--- config.mk ---
export PLATFORM = sky130hd
export DESIGN_NAME = noc_mesh_router
export DESIGN_NICKNAME = d
export VERILOG_FILES = /design/src/rtl/noc_pkg.sv /design/src/rtl/noc_in_fifo.sv /design/src/rtl/noc_mesh_router.sv
export SDC_FILE = /design/constraint.sdc
export NUM_CORES = 1
export LEC_CHECK = 0
export CORE_MARGIN = 4
export CORE_UTILIZATION = 40
export DETAILED_ROUTE_END_ITERATION = 16
export RECOVER_POWER = 50
export SETUP_SLACK_MARGIN = 0.2
export SLEW_MARGIN = 20
export SYNTH_ARGS = -nofsm -noshare
export SYNTH_HDL_FRONTEND = slang
export SYNTH_SLANG_ARGS = --single-unit
--- constraint.sdc ---
create_clock -name clk -period 11.7 [get_ports clk]
set_clock_uncertainty 0.05 [all_clocks]
set_input_delay 2.34 -clock clk [delete_from_list [all_inputs] [get_ports clk]]
set_output_delay 2.34 -clock clk [all_outputs]
set_load 0.02 [all_outputs]
--- src/rtl/noc_pkg.sv ---
// Shared definitions for the mesh router: port indices, flit field layout,
// XY route decode and the round-robin pick helper.
package noc_pkg;

  localparam int NPORTS = 5;

  localparam int N = 0;
  localparam int S = 1;
  localparam int E = 2;
  localparam int W = 3;
  localparam int L = 4;

  // Destination fields inside the low byte of every flit.
  localparam int DEST_X_HI = 7;
  localparam int DEST_X_LO = 4;
  localparam int DEST_Y_HI = 3;
  localparam int DEST_Y_LO = 0;

  typedef logic [2:0] port_idx_t;

  // Dimension-order routing: resolve X first, then Y, else deliver locally.
  function automatic port_idx_t xy_route(input logic [3:0] destx,
                                         input logic [3:0] desty,
                                         input logic [3:0] x,
                                         input logic [3:0] y);
    port_idx_t p;
    if (destx > x)      p = port_idx_t'(E);
    else if (destx < x) p = port_idx_t'(W);
    else if (desty > y) p = port_idx_t'(S);
    else if (desty < y) p = port_idx_t'(N);
    else                p = port_idx_t'(L);
    return p;
  endfunction

  // First requester at or after ptr, wrapping modulo NPORTS.
  function automatic port_idx_t rr_pick(input logic [NPORTS-1:0] req,
                                        input port_idx_t         ptr);
    port_idx_t pick;
    int        idx;
    pick = ptr;
    for (int k = NPORTS - 1; k >= 0; k--) begin
      idx = int'(ptr) + k;
      if (idx >= NPORTS) idx = idx - NPORTS;
      if (req[idx]) pick = port_idx_t'(idx);
    end
    return pick;
  endfunction

endpackage

--- src/rtl/noc_in_fifo.sv ---
// Per-input circular flit buffer. A push while full is dropped unless a pop
// frees the slot in the same cycle; the head is read combinationally.
module noc_in_fifo
  import noc_pkg::*;
#(
  parameter int DEPTH  = 4,
  parameter int FLIT_W = 16
) (
  input  logic              clk,
  input  logic              rst,
  input  logic              push_i,
  input  logic [FLIT_W-1:0] data_i,
  input  logic              pop_i,
  output logic [FLIT_W-1:0] head_o,
  output logic              empty_o,
  output logic              full_o
);

  localparam int AW = $clog2(DEPTH);

  logic [FLIT_W-1:0] mem_q [DEPTH];
  logic [AW-1:0]     rd_q, rd_d, wr_q, wr_d;
  logic [AW:0]       cnt_q, cnt_d;
  logic              do_pop, do_push;

  assign empty_o = (cnt_q == '0);
  assign full_o  = (cnt_q == (AW+1)'(DEPTH));
  assign head_o  = mem_q[rd_q];
  assign do_pop  = pop_i & ~empty_o;
  assign do_push = push_i & (~full_o | do_pop);

  // Pointer and occupancy next-state; pointers wrap naturally at power-of-2 depth.
  always_comb begin
    rd_d  = rd_q;
    wr_d  = wr_q;
    cnt_d = cnt_q;
    if (do_pop)  rd_d = rd_q + AW'(1);
    if (do_push) wr_d = wr_q + AW'(1);
    if (do_push && !do_pop)      cnt_d = cnt_q + (AW+1)'(1);
    else if (!do_push && do_pop) cnt_d = cnt_q - (AW+1)'(1);
  end

  // Control state register.
  always_ff @(posedge clk or posedge rst) begin
    if (rst) begin
      rd_q  <= '0;
      wr_q  <= '0;
      cnt_q <= '0;
    end else begin
      rd_q  <= rd_d;
      wr_q  <= wr_d;
      cnt_q <= cnt_d;
    end
  end

  // Flit storage carries no reset; occupancy alone decides what is valid.
  always_ff @(posedge clk) begin
    if (do_push) mem_q[wr_q] <= data_i;
  end

endmodule

--- src/rtl/noc_mesh_router.sv ---
// 5-port XY mesh router: per-input FIFOs, per-output round-robin arbitration,
// credit-based flow control and registered outputs. PORT_EN removes edge ports.
module noc_mesh_router
  import noc_pkg::*;
#(
  parameter int         XCOORD  = 0,
  parameter int         YCOORD  = 0,
  parameter int         FLIT_W  = 16,
  parameter int         DEPTH   = 4,
  parameter int         CREDITS = 4,
  parameter logic [4:0] PORT_EN = 5'b11111
) (
  input  logic                           clk,
  input  logic                           rst,
  input  logic [NPORTS-1:0][FLIT_W-1:0]  in_data,
  input  logic [NPORTS-1:0]              in_valid,
  output logic [NPORTS-1:0]              in_credit_o,
  output logic [NPORTS-1:0][FLIT_W-1:0]  out_data,
  output logic [NPORTS-1:0]              out_valid,
  input  logic [NPORTS-1:0]              out_credit_i,
  output logic                           misroute_o
);

  localparam int CW = $clog2(CREDITS + 1);

  logic [NPORTS-1:0][FLIT_W-1:0] head;
  logic [NPORTS-1:0]             empty, full, push, pop;
  port_idx_t [NPORTS-1:0]        route;
  logic [NPORTS-1:0]             misr;
  logic [NPORTS-1:0][NPORTS-1:0] req;      // req[o][i]
  logic [NPORTS-1:0][NPORTS-1:0] gnt;      // gnt[o][i]
  logic [NPORTS-1:0]             gnt_vld;
  port_idx_t [NPORTS-1:0]        gnt_idx;
  logic [NPORTS-1:0]             cred_ret;

  port_idx_t [NPORTS-1:0]        rr_q, rr_d;
  logic [NPORTS-1:0][CW-1:0]     cred_q, cred_d;
  logic [NPORTS-1:0][FLIT_W-1:0] out_data_q, out_data_d;
  logic [NPORTS-1:0]             out_valid_q, out_valid_d;
  logic [NPORTS-1:0]             in_credit_q, in_credit_d;
  logic                          misroute_q, misroute_d;

  assign push     = in_valid & PORT_EN;
  assign cred_ret = out_credit_i & PORT_EN;

  for (genvar p = 0; p < NPORTS; p++) begin : g_in
    noc_in_fifo #(.DEPTH(DEPTH), .FLIT_W(FLIT_W)) u_fifo (
      .clk     (clk),
      .rst     (rst),
      .push_i  (push[p]),
      .data_i  (in_data[p]),
      .pop_i   (pop[p]),
      .head_o  (head[p]),
      .empty_o (empty[p]),
      .full_o  (full[p])
    );
  end

  // Route decode of every head; heads aimed at an absent port become misroutes.
  always_comb begin
    req  = '0;
    misr = '0;
    for (int i = 0; i < NPORTS; i++) begin
      route[i] = xy_route(head[i][DEST_X_HI:DEST_X_LO], head[i][DEST_Y_HI:DEST_Y_LO],
                          4'(XCOORD), 4'(YCOORD));
      if (!empty[i] && PORT_EN[i]) begin
        if (PORT_EN[route[i]]) req[route[i]][i] = 1'b1;
        else                   misr[i]          = 1'b1;
      end
    end
  end

  // Round-robin grant per output, gated by credit; pointer moves only on a grant.
  always_comb begin
    gnt     = '0;
    gnt_vld = '0;
    rr_d    = rr_q;
    pop     = misr;
    for (int o = 0; o < NPORTS; o++) begin
      gnt_idx[o] = rr_pick(req[o], rr_q[o]);
      if ((|req[o]) && (cred_q[o] != '0)) begin
        gnt_vld[o]             = 1'b1;
        gnt[o][gnt_idx[o]]     = 1'b1;
        rr_d[o] = (gnt_idx[o] == port_idx_t'(NPORTS - 1)) ? '0 : gnt_idx[o] + 3'd1;
      end
    end
    for (int o = 0; o < NPORTS; o++) begin
      for (int i = 0; i < NPORTS; i++) begin
        if (gnt[o][i]) pop[i] = 1'b1;
      end
    end
  end

  // Credit counters and output register next-state.
  always_comb begin
    cred_d      = cred_q;
    out_data_d  = out_data_q;
    out_valid_d = gnt_vld;
    in_credit_d = pop;
    misroute_d  = |misr;
    for (int o = 0; o < NPORTS; o++) begin
      if (gnt_vld[o] && !cred_ret[o])
        cred_d[o] = cred_q[o] - CW'(1);
      else if (!gnt_vld[o] && cred_ret[o] && (cred_q[o] != CW'(CREDITS)))
        cred_d[o] = cred_q[o] + CW'(1);
      if (gnt_vld[o]) out_data_d[o] = head[gnt_idx[o]];
    end
  end

  // State and output registers; protocol violations flagged in simulation.
  always_ff @(posedge clk or posedge rst) begin
    if (rst) begin
      rr_q        <= '0;
      for (int o = 0; o < NPORTS; o++) cred_q[o] <= CW'(CREDITS);
      out_data_q  <= '0;
      out_valid_q <= '0;
      in_credit_q <= '0;
      misroute_q  <= 1'b0;
    end else begin
      for (int p = 0; p < NPORTS; p++) begin
        assert (!(push[p] && full[p] && !pop[p]))
          else $error("noc_mesh_router: write to full input FIFO %0d", p);
        assert (!(cred_ret[p] && !gnt_vld[p] && (cred_q[p] == CW'(CREDITS))))
          else $error("noc_mesh_router: credit overflow on output %0d", p);
      end
      rr_q        <= rr_d;
      cred_q      <= cred_d;
      out_data_q  <= out_data_d;
      out_valid_q <= out_valid_d;
      in_credit_q <= in_credit_d;
      misroute_q  <= misroute_d;
    end
  end

  assign out_data    = out_data_q;
  assign out_valid   = out_valid_q;
  assign in_credit_o = in_credit_q;
  assign misroute_o  = misroute_q;

endmodule

==> load_flow_metrics.sql, run 1 <==
INSERT INTO impl_metrics (metric_group, metric, value, unit) VALUES
('status', 'run_status', 'complete, but fails checks', ''),
('status', 'failed_checks', 'capacitance limit, slew limit', ''),
('synthesis', 'synth.area.mux_share', '12.7', '%'),
('sta', 'finalMaxSlewViolations', '166', ''),
('clock_tree', 'clock_latency_reported_for_the_late_side_of_the_worst_skew_pair', '0.60', 'ns'),
('clock_tree', 'hold_buffers', '0', ''),
('worst_setup_path', 'worst_setup_path_start_kind', 'input port', ''),
('sta', 'fmax', '122', 'MHz'),
('clock_tree', 'h-tree-depth', '2', ''),
('hold_path', 'worst_hold_class', 'reg2reg', ''),
('global_route', 'grt_start_max_net_pins', '74', ''),
('synthesis', 'synth.ff_latch_count', '463', ''),
('placement', 'portBuffers', '179', ''),
('floorplanning', 'die_h', '250', 'um'),
('sta', 'fin_setup_tns', '0', 'ns'),
('cells_and_area', 'post_route_cells_drive_above_1_share', '11.8', '%'),
('worst_setup_path', 'critical_path.max_fanout', '73', ''),
('synthesis', 'combinational_family_with_the_most_area_after_synthesis', 'multiplexers', ''),
('routing', 'drcViolationCount', '0', ''),
('placement', 'post-dp-hpwl', '46500', 'um'),
('synthesis', 'synth-seq-area-share', '56.5', '%'),
('cells_and_area', 'layout-area-overhead-vs-synth', '17.4', '%'),
('clock_tree', 'cts_num_sinks', '463', ''),
('floorplanning', 'io_pins', '183', ''),
('sta', 'hold_viol_final', '0', ''),
('cells_and_area', 'stdcell_area', '0.0274', 'mm^2'),
('worst_setup_path', 'worst_ep_required_time', '11.38', 'ns'),
('synthesis', 'post_syn_area', '0.0234', 'mm^2'),
('run', 'cap_violations', '3', ''),
('clock_tree', 'ctsLongestPathBuffers', '3', ''),
('placement', 'gp_routability_congestion', '0.916', ''),
('worst_setup_path', 'criticalPathCategory', 'in2async', ''),
('synthesis', 'synthArstFlopShare', '30.9', '%'),
('clock_tree', 'root_buffer', 'sky130_fd_sc_hd__clkbuf_16', ''),
('synthesis', 'top_flip_flop_cell_by_instance_count_after_synthesis', 'sky130_fd_sc_hd__edfxtp_1', ''),
('routing', 'dr.first_iter.drc_count', '1172', ''),
('routing', 'via_count', '15700', ''),
('routing', 'avgRoutedWirePerCell', '23.8', 'um'),
('clock_tree', 'cts_made_buffers', '48', ''),
('sta', 'rsz0062_at_grt', 'no', ''),
('cells_and_area', 'final_nets', '2061', ''),
('sta', 'worst_pin_slew', '4.09', 'ns'),
('sta', 'slew_headroom', '-173', '%'),
('floorplanning', 'std_cell_rows', '88', ''),
('worst_setup_path', 'worst_ep_arrival_time', '7.87', 'ns'),
('synthesis', 'simple_gate_portion_of_the_synthesized_area', '9.18', '%'),
('routing', 'finalWirelength', '64300', 'um'),
('placement', 'detailed_place.area', '0.0258', 'mm^2'),
('floorplanning', 'die-area', '0.0623', 'mm^2'),
('sta', 'min_period_over_period', '70.0', '%'),
('clock_tree', 'post-cts-setup-buffers', '0', ''),
('synthesis', 'yosys_warnings', '0', ''),
('synthesis', 'synth_xor_xnor_area_share', '1.76', '%'),
('global_route', 'number_of_antenna_violations_at_the_first_check_in_global_routing', '3', ''),
('global_route', 'remaining_global_route_overflow', '0', ''),
('floorplanning', 'floorplan.initialDensity', '40.5', '%'),
('routing', 'first_pass_iters', '5', ''),
('synthesis', 'post_synth_fa_ha_maj_area_fraction', '4.49', '%'),
('global_route', 'grt_first_pass_wirelength', '98000', 'um'),
('routing', 'via_per_inst', '5.81', ''),
('sta', 'setup_viol', '0', ''),
('clock_tree', 'cts.reportedPaths.clkPinSlew', '0.06', 'ns'),
('clock_tree', 'postCtsResizedCells', '0', ''),
('synthesis', 'avgSynthCellArea', '13.2', 'um^2'),
('synthesis', 'synth_cell_types', '96', ''),
('routing', 'ant_nets', '0', ''),
('global_route', 'track_usage', '20.1', '%'),
('global_route', 'first_global_vias', '15700', ''),
('floorplanning', 'core', '0.0577', 'mm^2'),
('clock_tree', 'tritoncts_clock_tree', 'yes', ''),
('floorplanning', 'dieWidth', '250', 'um'),
('cells_and_area', 'final_core_utilization', '47.5', '%'),
('sta', 'period_needed', '8.19', 'ns'),
('synthesis', 'synth-edff-count', '320', ''),
('synthesis', 'synthCells', '1763', ''),
('worst_setup_path', 'critical_path.endpoint_type', 'asynchronous set/reset pin', ''),
('synthesis', 'synth_compound_gate_area_share', '12.1', '%');
-- cells in the mapped netlist, types with 21 or more instances --
cell / n / area, um^2
sky130_fd_sc_hd__nand2_1: 69 / 259
sky130_fd_sc_hd__and2_1: 25 / 156
sky130_fd_sc_hd__nand3_1: 22 / 110
sky130_fd_sc_hd__xnor2_1: 21 / 184
sky130_fd_sc_hd__nor3_1: 29 / 145
sky130_fd_sc_hd__a21oi_1: 58 / 290
sky130_fd_sc_hd__nor2_1: 113 / 424
sky130_fd_sc_hd__ha_1: 71 / 888
sky130_fd_sc_hd__o21ai_0: 51 / 255
sky130_fd_sc_hd__a221o_1: 27 / 270
sky130_fd_sc_hd__nor2b_1: 21 / 131
sky130_fd_sc_hd__dfrtp_1: 140 / 3500
sky130_fd_sc_hd__clkbuf_1: 100 / 375
sky130_fd_sc_hd__mux2i_1: 94 / 941
sky130_fd_sc_hd__o22ai_1: 35 / 219
sky130_fd_sc_hd__a211oi_1: 28 / 210
sky130_fd_sc_hd__inv_1: 66 / 248
sky130_fd_sc_hd__edfxtp_1: 320 / 9610
sky130_fd_sc_hd__nor4_1: 21 / 131
sky130_fd_sc_hd__xor2_1: 26 / 228
sky130_fd_sc_hd__mux4_2: 80 / 1800
-- cells in the final DEF, fill, tap and decap left out, drive strengths merged, types with 18 or more instances in the layout --
master	instances
nand2	69
dlygate4sd3	130
nor2	113
nor3	31
a31oi	20
a21oi	58
mux2	20
mux2i	94
edfxtp	320
a22oi	18
ha	71
a211oi	28
mux4	80
a221o	27
xor2	26
nor4	22
xnor2	21
and2	25
clkdlybuf4s50	49
nand3	22
nor2b	21
o21ai	52
o22ai	35
clkbuf	71
dfrtp	140
inv	71
-- worst max-delay path, cell delays in order --
cell and delay (ns):
sky130_fd_sc_hd__dlygate4sd3_1 0.54, sky130_fd_sc_hd__clkinvlp_2 1.92, sky130_fd_sc_hd__clkbuf_1 3.00
-- layout make-up --
cell class	count	area, um^2
Fill cell	5107	30300
Sequential cell	463	13200
Multi-Input combinational cell	1110	9470
Timing Repair Buffer	199	1930
Clock buffer	68	1320
Tap cell	765	957
Clock inverter	21	299
Inverter	68	256
Antenna cell	2	5.00
-- per-stage QoR --
step                std cells  hold WS [ns]  worst slack (ns)
floorplan                1765         0.421              5.48
global placement         2605         0.314              4.79
detailed placement       2605         0.314              4.74
CTS                      2694         0.328              4.73
global route             2694         0.331              2.35
finish                   2696         0.319              3.51
-- final timing paths --
check	start	end	slack (ns)	cells past startpoint
max in group clk	g_in[3].u_fifo.rd_q[0]	g_in[0].u_fifo.cnt_q[2]	4.17	15
min in group asynchronous	rst	out_data[8]	3.13	2
min reg2reg	out_data[4]	out_data[4]	0.32	0
max	rst	out_data[12]	3.51	3
min	out_data[4]	out_data[4]	0.32	0
max reg2reg	g_in[3].u_fifo.rd_q[0]	g_in[0].u_fifo.cnt_q[2]	4.17	15
-- sequential cells by signal (all words and copies together) (netlist names) --
signal             cells
g_in.u_fifo.mem_q    320
out_data              80
g_in.u_fifo.cnt_q     15
g_in.u_fifo.rd_q      10
g_in.u_fifo.wr_q      10
cred_q                 9
rr_q                   9
in_credit_o            5
out_valid              5
-- routing by layer --
metal | track usage (%) | up-vias | part of all wire, %
li1 | - | 7082 | -
met1 | 26.8 | 7983 | 41
met2 | 34.2 | 487 | 50
met3 | 3.35 | 107 | 5.3
met4 | 6.01 | 0 | 2.9
met5 | 0 | - | 0
-- cells by family after synthesis --
group / after synthesis
simple gates: 406
other cells: 1
mux: 194
xor+xnor: 47
buf+inv: 192
flops: 463
fa+ha+maj: 79
compound gates: 381
Power of run 1 is left out: the tool's default activity adds up to more than one toggle a clock period on the data nets, which glitch-free logic cannot reach.
==> run 2, diff against run 1 <==
==> constraint.sdc (replaced) <==
create_clock -name clk -period 8.1 [get_ports clk]
set_clock_uncertainty 0.05 [all_clocks]
set_input_delay 1.62 -clock clk [delete_from_list [all_inputs] [get_ports clk]]
set_output_delay 1.62 -clock clk [all_outputs]
set_load 0.02 [all_outputs]
==> run 2 against run 1 <==
  * The flow still finishes with violations (capacitance limit, slew limit)
  * Utilization is 0.51 points higher
  * Die area did not move
  * First-iteration DRC count is 12% higher
  * Sequential share of layout area is 0.51 points lower
  * Non-clock buffer count rose by 31
  * Wire length barely moved
  * Largest cell class unchanged
==> load_flow_metrics.sql, run 2 (synthesized netlist as in run 1, its figures left out) <==
INSERT INTO impl_metrics (metric_group, metric, value, unit) VALUES
('status', 'run_status', 'complete, but fails checks', ''),
('floorplanning', 'std_cell_rows', '88', ''),
('routing', 'ant_nets', '0', ''),
('cells_and_area', 'layout_commonest_cell', 'sky130_fd_sc_hd__edfxtp_1', ''),
('routing', 'first_pass_iters', '5', ''),
('routing', 'via_per_inst', '5.79', ''),
('floorplanning', 'io_pins', '183', ''),
('cells_and_area', 'layout-area-overhead-vs-synth', '18.7', '%'),
('floorplanning', 'core', '0.0577', 'mm^2'),
('sta', 'fin_setup_tns', '0', 'ns'),
('clock_tree', 'postCtsResizedCells', '0', ''),
('worst_setup_path', 'worst_ep_required_time', '8.56', 'ns'),
('routing', 'drcViolationCount', '0', ''),
('sta', 'period_needed', '6.58', 'ns'),
('status', 'failed_checks', 'capacitance limit, slew limit', ''),
('global_route', 'grt_most_used_layer', 'met2', ''),
('sta', 'finalMaxSlewViolations', '146', ''),
('global_route', 'grt_first_pass_wirelength', '97900', 'um'),
('clock_tree', 'tritoncts_clock_tree', 'yes', ''),
('worst_setup_path', 'worst_setup_path_start_kind', 'register', ''),
('worst_setup_path', 'criticalPathCategory', 'reg2reg', ''),
('clock_tree', 'ctsLongestPathBuffers', '3', ''),
('cells_and_area', 'sequential_cell_area', '0.0132', 'mm^2'),
('routing', 'dr.first_iter.drc_count', '1309', ''),
('clock_tree', 'cts_num_sinks', '463', ''),
('cells_and_area', 'multiInputGateArea', '0.00947', 'mm^2'),
('cells_and_area', 'largest_register_ffs', '320', ''),
('floorplanning', 'die_h', '250', 'um'),
('placement', 'portBuffers', '179', ''),
('hold_path', 'min_path_cells', '0', ''),
('worst_setup_path', 'critical_path.endpoint_type', 'register', ''),
('worst_setup_path', 'r2r-end', 'g_in[3].u_fifo.cnt_q[2]', ''),
('sta', 'fmax', '152', 'MHz'),
('sta', 'rsz0062_at_grt', 'no', ''),
('clock_tree', 'cts.reportedPaths.clkPinSlew', '0.06', 'ns'),
('cells_and_area', 'post_route_cells_drive_above_1_share', '13.7', '%'),
('global_route', 'groute.layer.met3.usage', '2.88', '%'),
('sta', 'hold_viol_final', '0', ''),
('sta', 'slew_headroom', '-136', '%'),
('placement', 'post-dp-hpwl', '47000', 'um'),
('sta', 'setup_viol', '0', ''),
('floorplanning', 'die-area', '0.0623', 'mm^2'),
('global_route', 'grt_start_max_net_pins', '76', ''),
('floorplanning', 'dieWidth', '250', 'um'),
('cells_and_area', 'fillers', '5033', ''),
('cells_and_area', 'regMostFlops', 'g_in.u_fifo.mem_q', ''),
('clock_tree', 'clock_latency_reported_for_the_late_side_of_the_worst_skew_pair', '0.59', 'ns'),
('worst_setup_path', 'worst_ep_arrival_time', '7.04', 'ns'),
('sta', 'min_period_over_period', '81.3', '%'),
('clock_tree', 'root_buffer', 'sky130_fd_sc_hd__clkbuf_16', ''),
('cells_and_area', 'final_nets', '2093', ''),
('floorplanning', 'floorplan.initialDensity', '40.5', '%'),
('routing', 'avgRoutedWirePerCell', '23.6', 'um'),
('hold_path', 'worst_hold_class', 'reg2reg', ''),
('hold_path', 'hold_path.startpoint', 'out_data[14]', ''),
('worst_setup_path', 'critical_path.max_fanout', '20', ''),
('worst_setup_path', 'setup.reg_to_reg.worst_slack', '1.52', 'ns'),
('global_route', 'remaining_global_route_overflow', '0', ''),
('placement', 'placed_cells_incl_taps', '2636', ''),
('global_route', 'track_usage', '20.2', '%'),
('clock_tree', 'post-cts-setup-buffers', '0', ''),
('placement', 'gp_routability_congestion', '0.927', ''),
('cells_and_area', 'finish.cell_count_without_fillers', '2729', ''),
('routing', 'finalWirelength', '64300', 'um'),
('hold_path', 'timing.hold.worst_endpoint', 'out_data[14]', ''),
('worst_setup_path', 'worstRegToRegCells', '15', ''),
('clock_tree', 'cts_made_buffers', '49', ''),
('cells_and_area', 'mostFrequentLayoutCells', 'sky130_fd_sc_hd__edfxtp_1, sky130_fd_sc_hd__dfrtp_1, sky130_fd_sc_hd__dlygate4sd3_1, sky130_fd_sc_hd__nor2_1, sky130_fd_sc_hd__mux2i_1', ''),
('global_route', 'gr_util_met2', '34.2', '%'),
('global_route', 'met1_grt_util', '27.2', '%'),
('clock_tree', 'hold_buffers', '0', ''),
('global_route', 'number_of_antenna_violations_at_the_first_check_in_global_routing', '5', ''),
('global_route', 'first_global_vias', '15800', ''),
('run', 'cap_violations', '2', ''),
('sta', 'worst_pin_slew', '3.52', 'ns'),
('routing', 'via_count', '15800', ''),
('worst_setup_path', 'regToRegStartpoint', 'g_in[3].u_fifo.rd_q[0]', ''),
('clock_tree', 'h-tree-depth', '2', '');
-- run 2: worst max-delay path, cell delays in order, from the launching register on --
cell and delay (ns):
sky130_fd_sc_hd__dfrtp_1 0.88, sky130_fd_sc_hd__mux4_2 0.71, sky130_fd_sc_hd__nor4_1 0.88, sky130_fd_sc_hd__nand3_1 0.38, sky130_fd_sc_hd__and4_1 0.40, sky130_fd_sc_hd__or2_2 0.53, sky130_fd_sc_hd__inv_1 0.45, sky130_fd_sc_hd__nand2b_1 0.17
sky130_fd_sc_hd__o2bb2ai_1 0.57, sky130_fd_sc_hd__o31a_1 0.37, sky130_fd_sc_hd__ha_1 0.23, sky130_fd_sc_hd__inv_1 0.06, sky130_fd_sc_hd__fa_1 0.38, sky130_fd_sc_hd__xor2_1 0.15, sky130_fd_sc_hd__nor2_1 0.12, sky130_fd_sc_hd__xor2_1 0.16
-- run 2: final cells by class --
cell class              count  share of cell area [%]
inverters                  68                   0.925
multi-input cells        1110                    34.2
diodes                      1                 0.00903
repair buffers            230                    7.84
clock buffers              65                    4.93
clock inverters            27                    1.07
flip-flops and latches    463                    47.6
well taps                 765                    3.45
-- run 2: stage by stage --
stage | instance area [um^2] | hold WS (ns) | util, % | worst slack [ns]
floorplan | 23400 | 0.421 | - | 2.48
global placement | 26000 | 0.314 | 45.1 | 1.71
detailed placement | 26000 | 0.314 | 45.1 | 1.67
CTS | 27700 | 0.327 | 48.0 | 1.63
global route | 27700 | 0.331 | 48.0 | 1.20
finish | 27700 | 0.318 | 48.0 | 1.52
-- run 2: layer usage --
metal | share of wire (%) | up-vias
li1 | - | 7161
met1 | 42 | 8003
met3 | 5.0 | 120
met2 | 50 | 506
met4 | 2.9 | 0
met5 | 0 | -
-- run 2: worst max path at each step --
stage | startpoint | end | cells after the start
2_1_floorplan | rr_q[6] | g_in[0].u_fifo.cnt_q[2] | 22
3_3_place_gp | g_in[3].u_fifo.rd_q[0] | g_in[3].u_fifo.cnt_q[2] | 15
3_5_place_dp | g_in[3].u_fifo.rd_q[0] | g_in[3].u_fifo.cnt_q[2] | 15
4_1_cts | g_in[3].u_fifo.rd_q[0] | g_in[3].u_fifo.cnt_q[2] | 15
5_1_grt | g_in[3].u_fifo.rd_q[0] | g_in[3].u_fifo.cnt_q[2] | 15
6_report | g_in[3].u_fifo.rd_q[0] | g_in[3].u_fifo.cnt_q[2] | 15
Power of run 2 is left out for the same reason.
==> run 3, diff against run 2 <==
==> constraint.sdc (replaced) <==
create_clock -name clk -period 5.51 [get_ports clk]
set_clock_uncertainty 0.05 [all_clocks]
set_input_delay 1.102 -clock clk [delete_from_list [all_inputs] [get_ports clk]]
set_output_delay 1.102 -clock clk [all_outputs]
set_load 0.02 [all_outputs]
==> run 3 against run 2 <==
  * The flow still finishes with violations (capacitance limit, slew limit)
  * Hold slack improved by 0.0013 ns
  * Sequential share of layout area down 2.7 points
  * Global-route usage grew 0.68 points
  * Critical path type unchanged
  * Critical endpoint is now g_in[2].u_fifo.cnt_q[1]
  * Largest cell class unchanged
==> load_flow_metrics.sql, run 3 (synthesized netlist as in run 1, its figures left out) <==
INSERT INTO impl_metrics (metric_group, metric, value, unit) VALUES
('sta', 'rsz0062_at_grt', 'no', ''),
('sta', 'worst_pin_slew', '2.83', 'ns'),
('routing', 'avgRoutedWirePerCell', '23.4', 'um'),
('clock_tree', 'clock_latency_reported_for_the_late_side_of_the_worst_skew_pair', '0.60', 'ns'),
('worst_setup_path', 'cpLargestDelayFamily', 'simple AND/OR/NAND/NOR gates', ''),
('global_route', 'remaining_global_route_overflow', '0', ''),
('sta', 'setup_viol', '0', ''),
('clock_tree', 'cts_num_sinks', '463', ''),
('worst_setup_path', 'timing.critical_path.depth', '17', ''),
('hold_path', 'hold_path.startpoint', 'out_data[13]', ''),
('global_route', 'first_global_vias', '16300', ''),
('hold_path', 'worst_hold_class', 'reg2reg', ''),
('routing', 'drcViolationCount', '0', ''),
('cells_and_area', 'post_route_cells_drive_above_1_share', '21.6', '%'),
('routing', 'via_count', '16400', ''),
('global_route', 'grt_start_max_net_pins', '87', ''),
('worst_setup_path', 'critPathMaxStageDelay', '0.60', 'ns'),
('worst_setup_path', 'cp_cell_sequence', 'buf_4 -> mux4_2 -> or4_4 -> nand3_1 -> buf_4 -> nor4b_4 -> a31oi_2 -> a31oi_1 -> or4_1 -> and3_1 -> a32oi_2 -> buf_4 -> a41oi_4 -> ha_1 -> inv_1 -> fa_1 -> mux2_2', ''),
('worst_setup_path', 'r2r-end', 'g_in[2].u_fifo.cnt_q[1]', ''),
('run', 'cap_violations', '1', ''),
('worst_setup_path', 'regToRegStartpoint', 'g_in[2].u_fifo.rd_q[0]', ''),
('clock_tree', 'h-tree-depth', '2', ''),
('clock_tree', 'root_buffer', 'sky130_fd_sc_hd__clkbuf_16', ''),
('worst_setup_path', 'critPathCapture', 'g_in[2].u_fifo.cnt_q[1]', ''),
('placement', 'portBuffers', '179', ''),
('routing', 'first_pass_iters', '6', ''),
('cells_and_area', 'final_nets', '2225', ''),
('worst_setup_path', 'crit_start', 'g_in[2].u_fifo.rd_q[0]', ''),
('cells_and_area', 'layout-area-overhead-vs-synth', '26.0', '%'),
('routing', 'ant_nets', '0', ''),
('floorplanning', 'core', '0.0577', 'mm^2'),
('sta', 'hold_viol_final', '0', ''),
('sta', 'min_period_over_period', '92.9', '%'),
('worst_setup_path', 'worst_ep_arrival_time', '5.55', 'ns'),
('sta', 'period_needed', '5.12', 'ns'),
('worst_setup_path', 'critical_path.max_fanout', '8', ''),
('worst_setup_path', 'cp_slowest_cell', 'sky130_fd_sc_hd__or4_4', ''),
('cells_and_area', 'regMostFlops', 'g_in.u_fifo.mem_q', ''),
('global_route', 'grt_first_pass_wirelength', '101000', 'um'),
('placement', 'post-dp-hpwl', '49100', 'um'),
('worst_setup_path', 'worstRegToRegCells', '17', ''),
('global_route', 'number_of_antenna_violations_at_the_first_check_in_global_routing', '3', ''),
('floorplanning', 'die-area', '0.0623', 'mm^2'),
('cells_and_area', 'mostFrequentLayoutCells', 'sky130_fd_sc_hd__edfxtp_1, sky130_fd_sc_hd__buf_4, sky130_fd_sc_hd__dfrtp_1, sky130_fd_sc_hd__nor2_1, sky130_fd_sc_hd__dlygate4sd3_1', ''),
('sta', 'fmax', '195', 'MHz'),
('worst_setup_path', 'worst_setup_path_start_kind', 'register', ''),
('routing', 'dr.first_iter.drc_count', '1158', ''),
('floorplanning', 'floorplan.initialDensity', '40.5', '%'),
('cells_and_area', 'largest_register_ffs', '320', ''),
('floorplanning', 'io_pins', '183', ''),
('routing', 'via_per_inst', '5.73', ''),
('floorplanning', 'dieWidth', '250', 'um'),
('clock_tree', 'cts_made_buffers', '50', ''),
('cells_and_area', 'fillers', '4945', ''),
('clock_tree', 'hold_buffers', '0', ''),
('status', 'failed_checks', 'capacitance limit, slew limit', ''),
('placement', 'gp_routability_congestion', '0.933', ''),
('cells_and_area', 'layout_commonest_cell', 'sky130_fd_sc_hd__edfxtp_1', ''),
('clock_tree', 'cts.reportedPaths.clkPinSlew', '0.06', 'ns'),
('global_route', 'track_usage', '20.8', '%'),
('cells_and_area', 'multiInputGateArea', '0.00977', 'mm^2'),
('worst_setup_path', 'setup.reg_to_reg.worst_slack', '0.39', 'ns'),
('status', 'run_status', 'complete, but fails checks', ''),
('sta', 'fin_setup_tns', '0', 'ns'),
('sta', 'slew_headroom', '-89.5', '%'),
('cells_and_area', 'sequential_cell_area', '0.0132', 'mm^2'),
('sta', 'finalMaxSlewViolations', '59', ''),
('floorplanning', 'die_h', '250', 'um'),
('routing', 'finalWirelength', '67000', 'um'),
('clock_tree', 'tritoncts_clock_tree', 'yes', ''),
('worst_setup_path', 'critical_path.endpoint_type', 'register', ''),
('floorplanning', 'std_cell_rows', '88', ''),
('worst_setup_path', 'worst_ep_required_time', '5.94', 'ns'),
('worst_setup_path', 'criticalPathCategory', 'reg2reg', ''),
('clock_tree', 'ctsLongestPathBuffers', '3', ''),
('worst_setup_path', 'critPathMostFrequentCell', 'sky130_fd_sc_hd__buf_4', ''),
('worst_setup_path', 'timing.critical_path.buf_inv', '4', '');
run 3: final cells by class:
type | count | share of cell area (%)
antenna | 2 | 0.0170
clock inverter | 27 | 1.40
tap | 765 | 3.25
multi-input combinational | 1110 | 33.2
inverter | 68 | 0.897
sequential | 463 | 44.8
timing repair buffer | 361 | 11.8
clock buffer | 64 | 4.60
run 3: metal layers:
layer	vias up	GRT usage, %	share of wire (%)
li1	7419	-	-
met1	8338	27.1	41
met2	512	36.3	51
met3	114	3.48	5.2
met4	0	5.72	2.8
met5	-	0	0
run 3: stage by stage:
stage          instance area [um^2]  std cells  hold slack (ns)  setup WS, ns  util, %
6_report                      29400       2860            0.319         0.391     51.0
5_1_grt                       29400       2858            0.328         0.168     51.0
4_1_cts                       28800       2819            0.326         0.165     50.0
3_5_place_dp                  27000       2726            0.315        0.0306     46.9
3_3_place_gp                  27000       2726            0.314        0.0786     46.9
2_1_floorplan                 23400       1765            0.421         0.209        -
run 3: how the worst min path moves through the flow:
stage	to	cells after the start
5_1_grt	out_data[13]	0
3_3_place_gp	out_data[6]	0
2_1_floorplan	g_in[1].u_fifo.cnt_q[2]	1
4_1_cts	out_data[5]	0
3_5_place_dp	out_data[15]	0
6_report	out_data[13]	0
run 3: timing repair:
action,CTS,global route
setup endpoints to repair,10,150
gates cloned,0,0
setup buffers,2,39
gates resized for setup,6,63
hold endpoints to repair,0,0
pin swaps,1,8
Power of run 3 is left out for the same reason.
